## src/rtl/lcd_cap_pkg.sv

```systemverilog
// lcd_cap_pkg: shared types and default widths for the LCD panel capture block.
//   cap_state_t  - capture FSM states
//   cap_entry_t  - FIFO entry {pixel, x, y} at the default widths
//   CAP_*        - default geometry widths and FIFO depth
package lcd_cap_pkg;

  localparam int CAP_XW    = 11;
  localparam int CAP_YW    = 11;
  localparam int CAP_DEPTH = 8;
  localparam int PIX_W     = 24;

  typedef enum logic [1:0] {
    IDLE    = 2'd0,
    WAIT_FP = 2'd1,
    ACTIVE  = 2'd2
  } cap_state_t;

  typedef struct packed {
    logic [PIX_W-1:0]  pix;
    logic [CAP_XW-1:0] x;
    logic [CAP_YW-1:0] y;
  } cap_entry_t;

endpackage

```

## src/rtl/lcd_cap_fifo.sv

```systemverilog
// lcd_cap_fifo: single-clock show-ahead FIFO of capture entries.
//   clk, rst       - clock, synchronous active-high reset
//   flush          - synchronous empty (pointers cleared)
//   push, din      - write request and entry; accepted when not full, or full with a pop
//   pop            - read request; ignored when empty
//   head           - entry at the read pointer (valid when !empty)
//   empty, full    - occupancy flags
module lcd_cap_fifo
  import lcd_cap_pkg::*;
#(
  parameter type entry_t = cap_entry_t,
  parameter int  DEPTH   = CAP_DEPTH
) (
  input  logic   clk,
  input  logic   rst,
  input  logic   flush,
  input  logic   push,
  input  entry_t din,
  input  logic   pop,
  output entry_t head,
  output logic   empty,
  output logic   full
);

  localparam int AW = $clog2(DEPTH);

  entry_t        mem [DEPTH];
  logic [AW:0]   wr_ptr;
  logic [AW:0]   rd_ptr;
  logic          do_push;
  logic          do_pop;

  // Pointers carry one extra wrap bit to tell full from empty.
  assign empty   = (wr_ptr == rd_ptr);
  assign full    = (wr_ptr[AW] != rd_ptr[AW]) && (wr_ptr[AW-1:0] == rd_ptr[AW-1:0]);
  assign do_pop  = pop & ~empty;
  assign do_push = push & (~full | do_pop);

  always_ff @(posedge clk) begin
    if (rst || flush) begin
      wr_ptr <= '0;
      rd_ptr <= '0;
    end else begin
      if (do_push) wr_ptr <= wr_ptr + (AW+1)'(1);
      if (do_pop)  rd_ptr <= rd_ptr + (AW+1)'(1);
    end
  end

  always_ff @(posedge clk) begin
    if (do_push) mem[wr_ptr[AW-1:0]] <= din;
  end

  assign head = mem[rd_ptr[AW-1:0]];

endmodule

```

## src/rtl/lcd_panel_capture.sv

```systemverilog
// lcd_panel_capture: panel-side receiver that rebuilds the LCD pixel stream.
//   HCLK, HRESET            - system clock, synchronous active-high reset
//   enable, tft             - capture enable; 24-bit TFT vs STN (8-bit, zero-extended)
//   exp_ppl, exp_lpp        - expected pixels per line / active lines per frame
//   clear_err               - clears sticky line_err, frame_err, overflow
//   LCDDCLK..LCDVD          - raw panel interface, oversampled on HCLK
//   pix_data/x/y, pix_valid - show-ahead FIFO head; popped when pix_valid & pix_ready
//   frame_done, frame_cnt   - checked-frame-end pulse and wrapping frame count
//
// state   | meaning
// IDLE    | disabled; FIFO flushed, x/y held at zero
// WAIT_FP | enabled, ignoring the panel until the first frame pulse
// ACTIVE  | capturing pixels, checking line and frame geometry
module lcd_panel_capture
  import lcd_cap_pkg::*;
#(
  parameter int XW    = CAP_XW,
  parameter int YW    = CAP_YW,
  parameter int DEPTH = CAP_DEPTH
) (
  input  logic          HCLK,
  input  logic          HRESET,
  input  logic          enable,
  input  logic          tft,
  input  logic [XW-1:0] exp_ppl,
  input  logic [YW-1:0] exp_lpp,
  input  logic          clear_err,
  input  logic          LCDDCLK,
  input  logic          LCDFP,
  input  logic          LCDLP,
  input  logic          LCDENA_LCDM,
  input  logic [23:0]   LCDVD,
  output logic [23:0]   pix_data,
  output logic [XW-1:0] pix_x,
  output logic [YW-1:0] pix_y,
  output logic          pix_valid,
  input  logic          pix_ready,
  output logic          frame_done,
  output logic [15:0]   frame_cnt,
  output logic          line_err,
  output logic          frame_err,
  output logic          overflow
);

  typedef struct packed {
    logic [PIX_W-1:0] pix;
    logic [XW-1:0]    x;
    logic [YW-1:0]    y;
  } entry_t;

  typedef struct packed {
    logic        dclk;
    logic        fp;
    logic        lp;
    logic        ena;
    logic [23:0] vd;
  } lcd_in_t;

  // Third stage only needs the strobes: data and ENA are consumed from s2.
  typedef struct packed {
    logic dclk;
    logic fp;
    logic lp;
  } lcd_strb_t;

  lcd_in_t     s1, s2;
  lcd_strb_t   s3;
  logic        cap_ev, lp_ev, fp_ev;
  logic [23:0] pix_ev;

  cap_state_t    state, state_nxt;
  logic [XW-1:0] x, x_nxt;
  logic [YW-1:0] y, y_nxt;
  logic          push, flush, pop;
  logic          line_set, frame_set, ovf_set, done_nxt;
  logic          fifo_empty, fifo_full;
  entry_t        push_entry, head;

  // Edges are detected on s2/s3 and registered once more, so the FSM acts
  // three HCLK edges after a strobe is first sampled.
  always_ff @(posedge HCLK) begin
    if (HRESET) begin
      s1     <= '0;
      s2     <= '0;
      s3     <= '0;
      cap_ev <= 1'b0;
      lp_ev  <= 1'b0;
      fp_ev  <= 1'b0;
      pix_ev <= '0;
    end else begin
      s1     <= {LCDDCLK, LCDFP, LCDLP, LCDENA_LCDM, LCDVD};
      s2     <= s1;
      s3     <= '{dclk: s2.dclk, fp: s2.fp, lp: s2.lp};
      cap_ev <= s2.dclk & ~s3.dclk & s2.ena;
      lp_ev  <= s2.lp & ~s3.lp;
      fp_ev  <= s2.fp & ~s3.fp;
      pix_ev <= tft ? s2.vd : {16'h0, s2.vd[7:0]};
    end
  end

  // Within one cycle: pixel capture, then line end, then frame end.
  always_comb begin
    state_nxt = state;
    x_nxt     = x;
    y_nxt     = y;
    push      = 1'b0;
    flush     = 1'b0;
    line_set  = 1'b0;
    frame_set = 1'b0;
    done_nxt  = 1'b0;
    case (state)
      IDLE: begin
        flush = 1'b1;
        x_nxt = '0;
        y_nxt = '0;
        if (enable) state_nxt = WAIT_FP;
      end
      WAIT_FP: begin
        x_nxt = '0;
        y_nxt = '0;
        if (!enable)    state_nxt = IDLE;
        else if (fp_ev) state_nxt = ACTIVE;
      end
      ACTIVE: begin
        if (!enable) begin
          state_nxt = IDLE;
        end else begin
          if (cap_ev) begin
            push = 1'b1;
            if (x != '1) x_nxt = x + XW'(1);
          end
          // A line pulse with no pixels is a blanking line.
          if (lp_ev && (x_nxt != '0)) begin
            line_set = (x_nxt != exp_ppl);
            if (y != '1) y_nxt = y + YW'(1);
            x_nxt = '0;
          end
          if (fp_ev) begin
            frame_set = (y_nxt != exp_lpp);
            done_nxt  = 1'b1;
            x_nxt     = '0;
            y_nxt     = '0;
          end
        end
      end
      default: state_nxt = IDLE;
    endcase
  end

  assign pop        = pix_valid & pix_ready;
  assign ovf_set    = push & fifo_full & ~pop;
  assign push_entry = '{pix: pix_ev, x: x, y: y};

  always_ff @(posedge HCLK) begin
    if (HRESET) begin
      state      <= IDLE;
      x          <= '0;
      y          <= '0;
      frame_done <= 1'b0;
      frame_cnt  <= '0;
      line_err   <= 1'b0;
      frame_err  <= 1'b0;
      overflow   <= 1'b0;
    end else begin
      state      <= state_nxt;
      x          <= x_nxt;
      y          <= y_nxt;
      frame_done <= done_nxt;
      if (done_nxt) frame_cnt <= frame_cnt + 16'd1;
      line_err   <= (line_err  & ~clear_err) | line_set;
      frame_err  <= (frame_err & ~clear_err) | frame_set;
      overflow   <= (overflow  & ~clear_err) | ovf_set;
    end
  end

  lcd_cap_fifo #(
    .entry_t (entry_t),
    .DEPTH   (DEPTH)
  ) u_fifo (
    .clk   (HCLK),
    .rst   (HRESET),
    .flush (flush),
    .push  (push),
    .din   (push_entry),
    .pop   (pop),
    .head  (head),
    .empty (fifo_empty),
    .full  (fifo_full)
  );

  // Outputs read zero while the FIFO is empty so nothing stale leaks out.
  assign pix_valid = ~fifo_empty;
  assign pix_data  = pix_valid ? head.pix : '0;
  assign pix_x     = pix_valid ? head.x   : '0;
  assign pix_y     = pix_valid ? head.y   : '0;

endmodule

```

## config.mk

```make
export PLATFORM = sky130hd
export DESIGN_NAME = lcd_panel_capture
export DESIGN_NICKNAME = d
export VERILOG_FILES = /design/src/rtl/lcd_cap_pkg.sv /design/src/rtl/lcd_cap_fifo.sv /design/src/rtl/lcd_panel_capture.sv
export SDC_FILE = /design/constraint.sdc
export NUM_CORES = 1
export LEC_CHECK = 0
export CAP_MARGIN = 20
export CORE_MARGIN = 2
export CORE_UTILIZATION = 63
export DETAILED_ROUTE_END_ITERATION = 10
export PLACE_DENSITY = 0.95
export SYNTH_ARGS = -nofsm -noshare
export SYNTH_HDL_FRONTEND = slang
export SYNTH_SLANG_ARGS = --single-unit
```

## constraint.sdc

```tcl
create_clock -name HCLK -period 13.21 [get_ports HCLK]
set_input_delay 1.321 -clock HCLK [delete_from_list [all_inputs] [get_ports HCLK]]
set_output_delay 1.321 -clock HCLK [all_outputs]
set_load 0.005 [all_outputs]
```

==> reports/qor.yml <==
cts:
  clock_latency_ns: 0.55
  path_clk_slew_ns: 0.06
  post_cts_buffers: 0
  holdBufCountCts: 0
  cts_sinks: 509
  post_cts_resized: 0
  htree_levels: 2
  cts_buffer_depth: 3
  root_buffer: "clkbuf_16"
  cts_tree: "built"
  numCtsBuffers: 48
cells_and_area:
  nets: 1399
  seqCellArea_sq_um: 13900
  multi_input_area_sq_um: 5550
  insertedDiodeCount: 0
  fill_cells: 1686
  post_route_cells_drive_above_1_share_pct: 14.6
  syn_to_final_growth_pct: 16.0
timing:
  hold_violations: 0
  maxSlewViolCount: 0
  skew_ns: 0.0181
  setup_tns_ns: 0
  fmax_mhz: 191
  rsz0062_at_grt: "no"
  setup_viol: 0
  min_period_ns: 5.24
  worst_slack_ns: 7.97
  finalCritPeriodShare_pct: 39.7
  tightest_slew_ns: 0.977
  max_slew_margin_pct: 34.8
setup_path:
  required_ns: 11.89
  cp-start-kind: "flop"
  critPathCaptureType: "primary output"
  worstSetupPathType: "flop to primary output"
  crit_fanout: 50
  arrival_ns: 3.92
pwr:
  leakage_nw: 7.17
  irDropWorstVdd_v: 0.0000865
  power_density_nw_per_um2: 135
routing:
  ant_nets: 0
  drt_iter0_markers: 1533
  wl_per_cell_um: 25.9
  vias: 11500
  route.detailed.drc: 0
  wirelength_um: 45900
  viasPerCell: 6.48
  drt_first_pass_iters: 8
floorplan:
  io_pins: 123
  die_h_um: 181
  initial_core_util_pct: 64.1
  die_area_sq_um: 32700
  row_count: 64
  core-area_sq_um: 30700
  die_w_um: 181
placed_design:
  portBuffers: 122
  place_hpwl_um: 23600
  pre_cts_ws_ns: 8.54
  gp_congestion: 0.908
synth:
  synth_area_per_cell_sq_um: 16.1
  ys_types: 66
  ys_warn_count: 0
  yosysSeqAreaShare_pct: 70.5
  synth_nets: 1280
  syn_area_sq_um: 19700
  netlist_instances: 1219
  synth_edf_count: 368
  async_reset_ff_share_pct: 0
  synth_ff_type: "edfxtp_1"
  synth-seq-cells: 509
worst_hold_path:
  hold_class: "flop to flop"
global_routing:
  grt_overflow: 0
  met3_usage_pct: 5.18
  gr-usage-met2_pct: 45.6
  antenna_found_initial: 0
  grt_max_degree: 84
  grt_use_total_pct: 26.9
  busiest_layer: "met2"
  grt_pass1_vias: 11600
  grt_util_met1_pct: 35.4
  grt_pass1_wl_um: 67200
job:
  maxCapViolCount: 0
run_status:
  status: "finished clean"
## worst max-delay path, stage by stage (launching register included)
cell,delay [ns]
dfxtp_4,0.94
buf_4,0.89
mux4_2,0.63
mux2i_1,0.32
nor2_1,0.07
clkdlybuf4s50_1,0.48
## final cells by class
| class | count | share of cell area [%] |
|---|---|---|
| inverters | 7 | 0.115 |
| clock buffers | 62 | 5.68 |
| flip-flops and latches | 509 | 60.8 |
| clock inverters | 27 | 0.965 |
| multi-input cells | 635 | 24.3 |
| well taps | 396 | 2.17 |
| repair buffers | 137 | 5.92 |
## flip-flops by register name, summed over array words and instances (netlist names), named ones only
signal / flops
x: 11
pix_ev: 24
state: 2
frame_cnt: 16
s1: 28
frame_err: 1
lp_ev: 1
overflow: 1
u_fifo.rd_ptr: 4
fp_ev: 1
u_fifo.mem: 368
u_fifo.wr_ptr: 4
s2: 28
line_err: 1
y: 11
cap_ev: 1
frame_done: 1
s3: 3
## power by group
group,switching (mW),internal [mW],total (mW)
clock network,0.587,0.754,1.34
registers,0.00603,1.70,1.71
logic,0.0171,0.0233,0.0404
total,0.610,2.48,3.09
## cells by family after synthesis
logic type                 Yosys count  share of synthesized area [%]
AOI/OAI and AO/OA                   96                           3.24
xor gates and xnor gates            43                           1.91
adders and majority gates            6                          0.369
buffers and inverters               75                           1.55
DFF                                509                           70.5
muxes                              148                           13.4
and+or+nand+nor                    342                           8.99
## cells in the mapped netlist, drive strengths merged, types with 2 or more instances
library cell	number	area share, %
inv	7	0.13
dfxtp	141	14
and4	7	0.32
a31o	2	0.089
o21ai	22	0.64
nor3	11	0.28
a311o	2	0.10
a41oi	2	0.089
ha	5	0.32
a21oi	31	0.79
nand2b	4	0.13
nor2	116	2.2
a22oi	4	0.15
or2	2	0.064
mux4	92	11
mux2i	54	2.7
and3	7	0.22
a21o	3	0.11
nor4	4	0.16
nor3b	7	0.27
edfxtp	368	56
xnor2	20	0.89
nand4	13	0.48
clkbuf	40	0.78
mux2	2	0.13
a311oi	4	0.18
nand2	40	0.76
o31ai	2	0.076
nor2b	77	2.4
or3	6	0.19
a211oi	6	0.23
xor2	23	1.0
a31oi	3	0.095
nand3	23	0.59
and2	21	0.67
buf	28	0.64
## metrics by stage
step           util [%]  power (mW)  instance area (sq um)  cells  hold slack [ns]
3_5_place_dp       69.4        1.78                  21300   1683            0.372
4_1_cts            74.3        3.09                  22800   1772            0.383
2_1_floorplan         -        1.76                  19700   1219            0.367
3_3_place_gp       69.4        1.78                  21300   1683            0.374
6_report           74.4        3.09                  22800   1773            0.385
5_1_grt            74.4        3.16                  22800   1773            0.416
## path summary, 6_finish.rpt
check                                        from                end  slack, ns  cells after the start
worst max-delay path                         flop           pix_y[1]       7.97                      5
worst min-delay path             s3[1]$_SDFF_PP0_   fp_ev$_SDFF_PP0_       0.38                      1
worst min register to register   s3[1]$_SDFF_PP0_   fp_ev$_SDFF_PP0_       0.38                      1
worst max register to register  x[0]$_SDFFE_PP0P_  x[0]$_SDFFE_PP0P_       9.13                     10
## placed cells by master, fill, tap and decap left out, types with 7 or more instances in the layout
master,instances
nand2_1,40
nor2_1,113
mux4_2,92
nor2b_1,76
a21oi_1,31
clkinv_1,11
dfxtp_1,138
xor2_1,23
and3_1,7
clkinv_2,7
nand4_1,11
nor3_1,9
nand3_1,23
clkdlybuf4s50_1,121
o21ai_0,20
xnor2_1,20
inv_1,7
clkbuf_16,49
mux2i_1,54
buf_4,15
edfxtp_1,368
clkbuf_1,11
and2_1,21
## routing by layer
layer / wire length (um) / vias to the layer above
met5: 0 / -
met4: 1570 / 0
met3: 4220 / 128
met2: 23200 / 770
met1: 16900 / 5728
li1: - / 4863
Power figures use the tool's default switching activity.
